`src/rtl/riscv_pkg.sv`:
```
// Shared RV32I decode definitions for the ID stage.
// Holds the base-ISA opcode constants, the instruction-format enum, the
// default parameter values, and small helpers that classify an opcode and
// assemble the raw 32-bit immediate for a given format.
package riscv_pkg;

  localparam int XLEN_DEF      = 32;
  localparam int NREG_DEF      = 32;
  localparam bit BYPASS_EN_DEF = 1'b1;

  localparam logic [6:0] OPC_LOAD     = 7'b0000011;
  localparam logic [6:0] OPC_MISC_MEM = 7'b0001111;
  localparam logic [6:0] OPC_OP_IMM   = 7'b0010011;
  localparam logic [6:0] OPC_AUIPC    = 7'b0010111;
  localparam logic [6:0] OPC_STORE    = 7'b0100011;
  localparam logic [6:0] OPC_OP       = 7'b0110011;
  localparam logic [6:0] OPC_LUI      = 7'b0110111;
  localparam logic [6:0] OPC_BRANCH   = 7'b1100011;
  localparam logic [6:0] OPC_JALR     = 7'b1100111;
  localparam logic [6:0] OPC_JAL      = 7'b1101111;
  localparam logic [6:0] OPC_SYSTEM   = 7'b1110011;

  typedef enum logic [2:0] {
    FMT_NONE,
    FMT_R,
    FMT_I,
    FMT_S,
    FMT_B,
    FMT_U,
    FMT_J
  } fmt_e;

  // FMT_NONE doubles as "not an RV32I base opcode".
  function automatic fmt_e opcode_fmt(input logic [6:0] opc);
    fmt_e fmt;
    fmt = FMT_NONE;
    case (opc)
      OPC_OP:                                   fmt = FMT_R;
      OPC_OP_IMM, OPC_LOAD, OPC_JALR,
      OPC_MISC_MEM, OPC_SYSTEM:                 fmt = FMT_I;
      OPC_STORE:                                fmt = FMT_S;
      OPC_BRANCH:                               fmt = FMT_B;
      OPC_LUI, OPC_AUIPC:                       fmt = FMT_U;
      OPC_JAL:                                  fmt = FMT_J;
      default:                                  fmt = FMT_NONE;
    endcase
    return fmt;
  endfunction

  // Opcodes whose rd field names a destination register.
  function automatic logic writes_rd(input logic [6:0] opc);
    return (opc == OPC_OP)   || (opc == OPC_OP_IMM) || (opc == OPC_LOAD) ||
           (opc == OPC_LUI)  || (opc == OPC_AUIPC)  || (opc == OPC_JAL)  ||
           (opc == OPC_JALR);
  endfunction

  // 32-bit immediate, already sign-extended from instr[31]; R and unknown give 0.
  function automatic logic [31:0] decode_imm(input logic [31:0] instr, input fmt_e fmt);
    logic [31:0] imm;
    imm = '0;
    case (fmt)
      FMT_I:   imm = {{20{instr[31]}}, instr[31:20]};
      FMT_S:   imm = {{20{instr[31]}}, instr[31:25], instr[11:7]};
      FMT_B:   imm = {{19{instr[31]}}, instr[31], instr[7], instr[30:25], instr[11:8], 1'b0};
      FMT_U:   imm = {instr[31:12], 12'b0};
      FMT_J:   imm = {{11{instr[31]}}, instr[31], instr[19:12], instr[20], instr[30:21], 1'b0};
      default: imm = '0;
    endcase
    return imm;
  endfunction

endpackage

```
`src/rtl/regfile_bypass.sv`:
```
// Architectural register file with optional write-to-read bypass.
// Ports:
//   clk, rst_n            clock, synchronous active-low reset (clears all entries)
//   we_i, waddr_i, wdata_i writeback port; x0 and indices >= NREG are ignored
//   raddr1_i, raddr2_i    combinational read indices
//   rdata1_o, rdata2_o    read data; x0 and indices >= NREG read as 0
module regfile_bypass
  import riscv_pkg::*;
#(
  parameter int XLEN      = XLEN_DEF,
  parameter int NREG      = NREG_DEF,
  parameter bit BYPASS_EN = BYPASS_EN_DEF
) (
  input  logic            clk,
  input  logic            rst_n,
  input  logic            we_i,
  input  logic [4:0]      waddr_i,
  input  logic [XLEN-1:0] wdata_i,
  input  logic [4:0]      raddr1_i,
  input  logic [4:0]      raddr2_i,
  output logic [XLEN-1:0] rdata1_o,
  output logic [XLEN-1:0] rdata2_o
);

  localparam int AW = $clog2(NREG);

  logic [XLEN-1:0] regs_q [NREG];
  logic [XLEN-1:0] regs_d [NREG];
  logic            wr_en;

  always_comb begin
    wr_en  = we_i && (waddr_i != '0) && (32'(waddr_i) < NREG);
    regs_d = regs_q;
    if (wr_en) begin
      regs_d[waddr_i[AW-1:0]] = wdata_i;
    end
  end

  // wr_en already excludes x0, so a bypass hit never returns data for x0.
  always_comb begin
    rdata1_o = '0;
    if ((raddr1_i != '0) && (32'(raddr1_i) < NREG)) begin
      if (BYPASS_EN && wr_en && (waddr_i == raddr1_i)) begin
        rdata1_o = wdata_i;
      end else begin
        rdata1_o = regs_q[raddr1_i[AW-1:0]];
      end
    end
  end

  always_comb begin
    rdata2_o = '0;
    if ((raddr2_i != '0) && (32'(raddr2_i) < NREG)) begin
      if (BYPASS_EN && wr_en && (waddr_i == raddr2_i)) begin
        rdata2_o = wdata_i;
      end else begin
        rdata2_o = regs_q[raddr2_i[AW-1:0]];
      end
    end
  end

  always_ff @(posedge clk) begin
    if (!rst_n) begin
      regs_q <= '{default: '0};
    end else begin
      regs_q <= regs_d;
    end
  end

endmodule

```
`src/rtl/id_stage_pipe.sv`:
```
// RISC-V instruction decode stage with ID/EX pipeline register.
// Decodes the fetched instruction, reads operands from regfile_bypass,
// detects load-use hazards against the instruction held in ID/EX, and
// presents a registered ex_* bundle with valid/ready handshaking.
// Ports:
//   clk, rst_n                    clock, synchronous active-low reset
//   if_valid_i/if_instr_i/if_pc_i fetch side; id_ready_o accepts it
//   flush_i                       drops the held bundle and any presented instruction
//   wb_we_i/wb_rd_i/wb_data_i     register file writeback
//   ex_ready_i/ex_valid_o         EX-side handshake
//   ex_*                          decoded fields, immediate, operands, control flags
module id_stage_pipe
  import riscv_pkg::*;
#(
  parameter int XLEN      = XLEN_DEF,
  parameter int NREG      = NREG_DEF,
  parameter bit BYPASS_EN = BYPASS_EN_DEF
) (
  input  logic            clk,
  input  logic            rst_n,
  input  logic            if_valid_i,
  input  logic [31:0]     if_instr_i,
  input  logic [XLEN-1:0] if_pc_i,
  output logic            id_ready_o,
  input  logic            flush_i,
  input  logic            wb_we_i,
  input  logic [4:0]      wb_rd_i,
  input  logic [XLEN-1:0] wb_data_i,
  input  logic            ex_ready_i,
  output logic            ex_valid_o,
  output logic [XLEN-1:0] ex_pc_o,
  output logic [6:0]      ex_opcode_o,
  output logic [2:0]      ex_func3_o,
  output logic            ex_func7_o,
  output logic [XLEN-1:0] ex_imm_o,
  output logic [4:0]      ex_rs1_o,
  output logic [4:0]      ex_rs2_o,
  output logic [4:0]      ex_rd_o,
  output logic [XLEN-1:0] ex_rs1_data_o,
  output logic [XLEN-1:0] ex_rs2_data_o,
  output logic            ex_regwrite_o,
  output logic            ex_illegal_o
);

  typedef struct packed {
    logic [XLEN-1:0] pc;
    logic [6:0]      opcode;
    logic [2:0]      func3;
    logic            func7;
    logic [XLEN-1:0] imm;
    logic [4:0]      rs1;
    logic [4:0]      rs2;
    logic [4:0]      rd;
    logic [XLEN-1:0] rs1_data;
    logic [XLEN-1:0] rs2_data;
    logic            regwrite;
    logic            illegal;
  } idex_t;

  idex_t           idex_q, idex_d, dec;
  logic            ex_valid_q, ex_valid_d;

  logic [6:0]        opcode;
  logic [4:0]        rs1, rs2, rd;
  fmt_e              fmt;
  logic              uses_rs1, uses_rs2, rd_used;
  logic signed [31:0] imm32;
  logic              idx_bad;
  logic              hazard, id_ready, accept;
  logic [XLEN-1:0]   rs1_rdata, rs2_rdata;

  regfile_bypass #(
    .XLEN      (XLEN),
    .NREG      (NREG),
    .BYPASS_EN (BYPASS_EN)
  ) u_regfile (
    .clk      (clk),
    .rst_n    (rst_n),
    .we_i     (wb_we_i),
    .waddr_i  (wb_rd_i),
    .wdata_i  (wb_data_i),
    .raddr1_i (rs1),
    .raddr2_i (rs2),
    .rdata1_o (rs1_rdata),
    .rdata2_o (rs2_rdata)
  );

  // Decode of the presented instruction.
  always_comb begin
    opcode   = if_instr_i[6:0];
    rd       = if_instr_i[11:7];
    rs1      = if_instr_i[19:15];
    rs2      = if_instr_i[24:20];
    fmt      = opcode_fmt(opcode);
    uses_rs1 = !((opcode == OPC_LUI) || (opcode == OPC_AUIPC) || (opcode == OPC_JAL));
    uses_rs2 = (fmt == FMT_R) || (fmt == FMT_S) || (fmt == FMT_B);
    rd_used  = writes_rd(opcode);
    imm32    = decode_imm(if_instr_i, fmt);
    // Only index fields the instruction actually uses can make it illegal;
    // other formats reuse those bit positions for immediates.
    idx_bad  = (uses_rs1 && (32'(rs1) >= NREG)) ||
               (uses_rs2 && (32'(rs2) >= NREG)) ||
               (rd_used  && (32'(rd)  >= NREG));

    dec          = '0;
    dec.pc       = if_pc_i;
    dec.opcode   = opcode;
    dec.func3    = if_instr_i[14:12];
    dec.func7    = if_instr_i[30];
    dec.imm      = XLEN'(imm32);
    dec.rs1      = rs1;
    dec.rs2      = rs2;
    dec.rd       = rd;
    dec.rs1_data = rs1_rdata;
    dec.rs2_data = rs2_rdata;
    dec.regwrite = rd_used && (rd != '0);
    dec.illegal  = (fmt == FMT_NONE) || idx_bad;
  end

  // Handshake and ID/EX next state. Flush wins over acceptance and hazard;
  // a hazard with EX ready drains the held load and leaves a one-cycle bubble.
  always_comb begin
    hazard = ex_valid_q && (idex_q.opcode == OPC_LOAD) && (idex_q.rd != '0) &&
             ((uses_rs1 && (rs1 == idex_q.rd)) || (uses_rs2 && (rs2 == idex_q.rd)));
    id_ready = flush_i || ((!ex_valid_q || ex_ready_i) && !hazard);
    accept   = if_valid_i && id_ready && !flush_i;

    ex_valid_d = ex_valid_q;
    idex_d     = idex_q;
    if (flush_i) begin
      ex_valid_d = 1'b0;
    end else if (accept) begin
      ex_valid_d = 1'b1;
      idex_d     = dec;
    end else if (ex_ready_i) begin
      ex_valid_d = 1'b0;
    end
  end

  always_ff @(posedge clk) begin
    if (!rst_n) begin
      ex_valid_q <= 1'b0;
      idex_q     <= '0;
    end else begin
      ex_valid_q <= ex_valid_d;
      idex_q     <= idex_d;
    end
  end

  assign id_ready_o    = id_ready;
  assign ex_valid_o    = ex_valid_q;
  assign ex_pc_o       = idex_q.pc;
  assign ex_opcode_o   = idex_q.opcode;
  assign ex_func3_o    = idex_q.func3;
  assign ex_func7_o    = idex_q.func7;
  assign ex_imm_o      = idex_q.imm;
  assign ex_rs1_o      = idex_q.rs1;
  assign ex_rs2_o      = idex_q.rs2;
  assign ex_rd_o       = idex_q.rd;
  assign ex_rs1_data_o = idex_q.rs1_data;
  assign ex_rs2_data_o = idex_q.rs2_data;
  assign ex_regwrite_o = idex_q.regwrite;
  assign ex_illegal_o  = idex_q.illegal;

endmodule

```
`config.mk`:
```
export PLATFORM = sky130hd
export DESIGN_NAME = id_stage_pipe
export DESIGN_NICKNAME = d
export VERILOG_FILES = /design/src/rtl/riscv_pkg.sv /design/src/rtl/regfile_bypass.sv /design/src/rtl/id_stage_pipe.sv
export SDC_FILE = /design/constraint.sdc
export NUM_CORES = 2
export LEC_CHECK = 0
export CAP_MARGIN = 15
export CORE_ASPECT_RATIO = 0.7
export CORE_MARGIN = 2
export CORE_UTILIZATION = 50
export CTS_BUF_LIST = sky130_fd_sc_hd__clkbuf_2
export CTS_CLUSTER_DIAMETER = 30
export CTS_CLUSTER_SIZE = 12
export DETAILED_ROUTE_END_ITERATION = 12
export HOLD_SLACK_MARGIN = 0.15
export PLACE_DENSITY = 0.71
export SLEW_MARGIN = 0
export SYNTH_ARGS = -nofsm -noshare
export SYNTH_HDL_FRONTEND = slang
export SYNTH_HIERARCHICAL = 1
export SYNTH_SLANG_ARGS = --single-unit
```
`constraint.sdc`:
```
create_clock -name clk -period 3.43 [get_ports clk]
set_input_delay 0.8575 -clock clk [delete_from_list [all_inputs] [get_ports clk]]
set_output_delay 0.8575 -clock clk [all_outputs]
set_load 0.01 [all_outputs]
```
==> results.md <==
* Status: finished, violations left
* Failing checks: negative setup slack
* Dpl hpwl at 168000 um
* Clock sinks at 1181
* Crit Path Max Fanout at 2
* Max Buffers Root-to-Sink at 3
* Initial antenna violation count at 23
* CP endpoint kind: output port
* CTS H-tree depth at 4
* Ys flop type: dfxtp_1
* Share of the synthesized area in the top cell type at 38.1%
* Max Transition Viols Final at 0
* CP Capture Point: id_ready_o
* Pre-CTS setup slack at -0.539 ns
* GRT overflow at 0
* Hold WS at 0.327 ns
* CP required at 2.57 ns
* Post-layout util at 59.2%
* Count of different cell masters after synthesis at 68
* Critical Path Start: ex_opcode_o[2]$_SDFFE_PN0P_
* Cell taking the most area after synthesis: dfxtp_1
* Most common library cells after synthesis: 2335 x nand2_1, 1181 x dfxtp_1, 993 x a21boi_0
* Layout cells sized above 1 at 19.0%
* FP Rows at 108
* Cells after DPL at 8672
* Synthesized cell area at 62100 um2
* Static Leakage at 25.5 nW
* Startpoint types: flop
* Nets at 7453
* Area contributors post-synth: dfxtp_1 38%, nand2_1 14%, mux4_2 13%
* Worst r2r path cells at 10
* Area Overhead vs Synth at 17.7%
* DR iter-0 viols at 9925
* Final WL at 267000 um
* Pre-Repair DR Iteration Count at 6
* Clock root cell: clkbuf_2
* Final worst slack at -0.878 ns
* Unrepaired setup endpoints after global routing: true
* Hold Crit Class: in2reg
* Starting Density at 50.3%
* Largest net degree at the start of global routing at 170
* Pwr Density at 382 nW/um2
* Clock slew at reported path FFs at 0.17 ns
* Post-Syn Nets at 7096
* Die ar. at 127000 um2
* Critical path class: reg2out
* Final hold viol count at 0
* FF+latch count, synth at 1181
* I/O pin cnt at 265
* Setup TNS at -0.878 ns
* Worst R2R End: ex_imm_o[12]$_SDFFE_PN0P_
* Antenna Nets Post-Route at 0
* Residual DRC at 0
* PortBufs at 264
* Vias post-DR at 59.9k
* Clock Latency Late Sink at 1.73 ns
* Final Wtd Congestion at 0.995
* Synth Area per Inst at 8.88 um2
* Reg2reg start: ex_opcode_o[2]$_SDFFE_PN0P_
* Syn Inst Count at 6989
* Vias in the first global route at 56.3k
* Number of synthesized flops with an enable pin at 0
* Average routed wire per standard cell at 29.1 um
* Most frequent cell after synthesis: nand2_1
* Number of synthesis warnings at 6
* Max Fclk at 232 MHz
* Worst-margin pin slew at 1.30 ns
* Die X at 425 um
* WP data arrival at 3.45 ns
* Slew margin rel. at 13.1%
* CTS tree: built
* R2R setup slack at 0.31 ns
* Setup Viol. Count Final at 1
* Global-route wire length before repair at 383000 um
* Core area at 124000 um2
* Final period util at 126%
* Post-synthesis sequential area ratio at 38.1%
* Fraction of registers with async set/reset at 0%
* Setup Skew at 0.133 ns
* Vias per cell at 6.54
* CTS Buf Count at 181
* MaxCap Viol Count at 0
* Die Height at 299 um
* Fin cells at 9154
* Tot GR Track Use at 40.7%
* Min Tclk post-route at 4.31 ns
* Worst VDD drop at 340 uV
routing by layer:
| metal | vias up | share of wire (%) | wire (um) | GRT usage [%] |
|---|---|---|---|---|
| li1 | 25126 | - | - | - |
| met1 | 28665 | 37 | 99000 | 54.3 |
| met2 | 4871 | 39 | 105000 | 55.7 |
| met3 | 1158 | 16 | 42800 | 14.9 |
| met4 | 32 | 7.3 | 19400 | 24.9 |
| met5 | - | 0.091 | 244 | 0.222 |
worst min-delay path by stage:
stage,slack [ns],end,start,cells past startpoint
6_report,0.33,ex_pc_o[6]$_SDFFE_PN0P_,if_pc_i[6],4
5_1_grt,0.29,ex_pc_o[6]$_SDFFE_PN0P_,if_pc_i[6],4
4_1_cts,0.15,ex_pc_o[10]$_SDFFE_PN0P_,if_pc_i[10],4
3_5_place_dp,0.45,ex_func3_o[2]$_SDFFE_PN0P_,ex_func3_o[2]$_SDFFE_PN0P_,2
3_3_place_gp,0.44,ex_pc_o[19]$_SDFFE_PN0P_,ex_pc_o[19]$_SDFFE_PN0P_,2
2_1_floorplan,0.44,u_regfile/regs_q[1002]$_SDFFE_PN0P_,u_regfile/regs_q[1002]$_SDFFE_PN0P_,1
area by class of cell:
class	instances	area [um2]
multi-input combinational	5081	35600
sequential	1181	23800
tap	1650	2060
inverter	11	41.3
timing repair buffer	890	9120
clock buffer	202	1010
antenna	3	7.51
clock inverter	136	1470
fill	10462	50400
flip-flops by register name (all words and copies together), names as in the netlist, 3 cells and up:
register	count
ex_func3_o	3
ex_imm_o	32
ex_opcode_o	7
ex_pc_o	32
ex_rd_o	5
ex_rs1_data_o	32
ex_rs1_o	5
ex_rs2_data_o	32
ex_rs2_o	5
u_regfile/regs_q	1024
logic make-up (layout without fill, tap and decap cells):
logic type	count (synthesis)	after routing	synth area share (%)
fa+ha+maj	1	1	0.0161
mux	807	807	20.5
compound gates	1567	1567	18.8
flops	1181	1181	38.1
xor+xnor	21	21	0.296
other cells	0	3	0
buf+inv	727	1239	5.09
simple gates	2685	2685	17.2
report_power, final:
group / switching [W] / leakage, nW / internal [W]
Sequential: 0.000163 / 9.57 / 0.0139
Clock: 0.00615 / 1.48 / 0.00384
Combinational: 0.00231 / 14.5 / 0.00153
Total: 0.00862 / 25.5 / 0.0193
layout by cell type, fill, tap and decap left out, types with 75 or more instances in the layout:
cell type        count
a21boi_0           993
nor2_1              77
dfxtp_1           1110
clkbuf_2           202
nand2_1           2332
dlygate4sd2_1      120
buf_12             126
buf_4              367
o21ai_0             83
dlygate4sd3_1      134
mux4_2             367
mux2i_1            383
a22oi_1             75
clkdlybuf4s50_1     95
critical path: stages, from the launching register on:
cell	delay, ns
dfxtp_2	0.37
nor4_4	0.27
buf_4	0.16
o211ai_1	0.12
or4_4	0.50
a31o_2	0.25
buf_6	0.12
metrics by stage:
| stage | instance area, um2 | total power, W |
|---|---|---|
| 4_1_cts | 73100 | 0.0277 |
| 3_3_place_gp | 69100 | 0.0179 |
| 5_1_grt | 73100 | 0.0286 |
| 2_1_floorplan | 62100 | 0.0162 |
| 3_5_place_dp | 69100 | 0.0179 |
| 6_report | 73100 | 0.0279 |
timing repair:
item / 4_1_cts / 5_1_grt
resized for setup: 334 / 2
buffers inserted: 4 / 0
hold buffers: 135 / 0
pin swaps: 4 / 1
endpoints found under the hold margin: 1179 / 0
setup endpoints to repair: 158 / 1
Note: power is estimated with default switching activity, not from simulation.
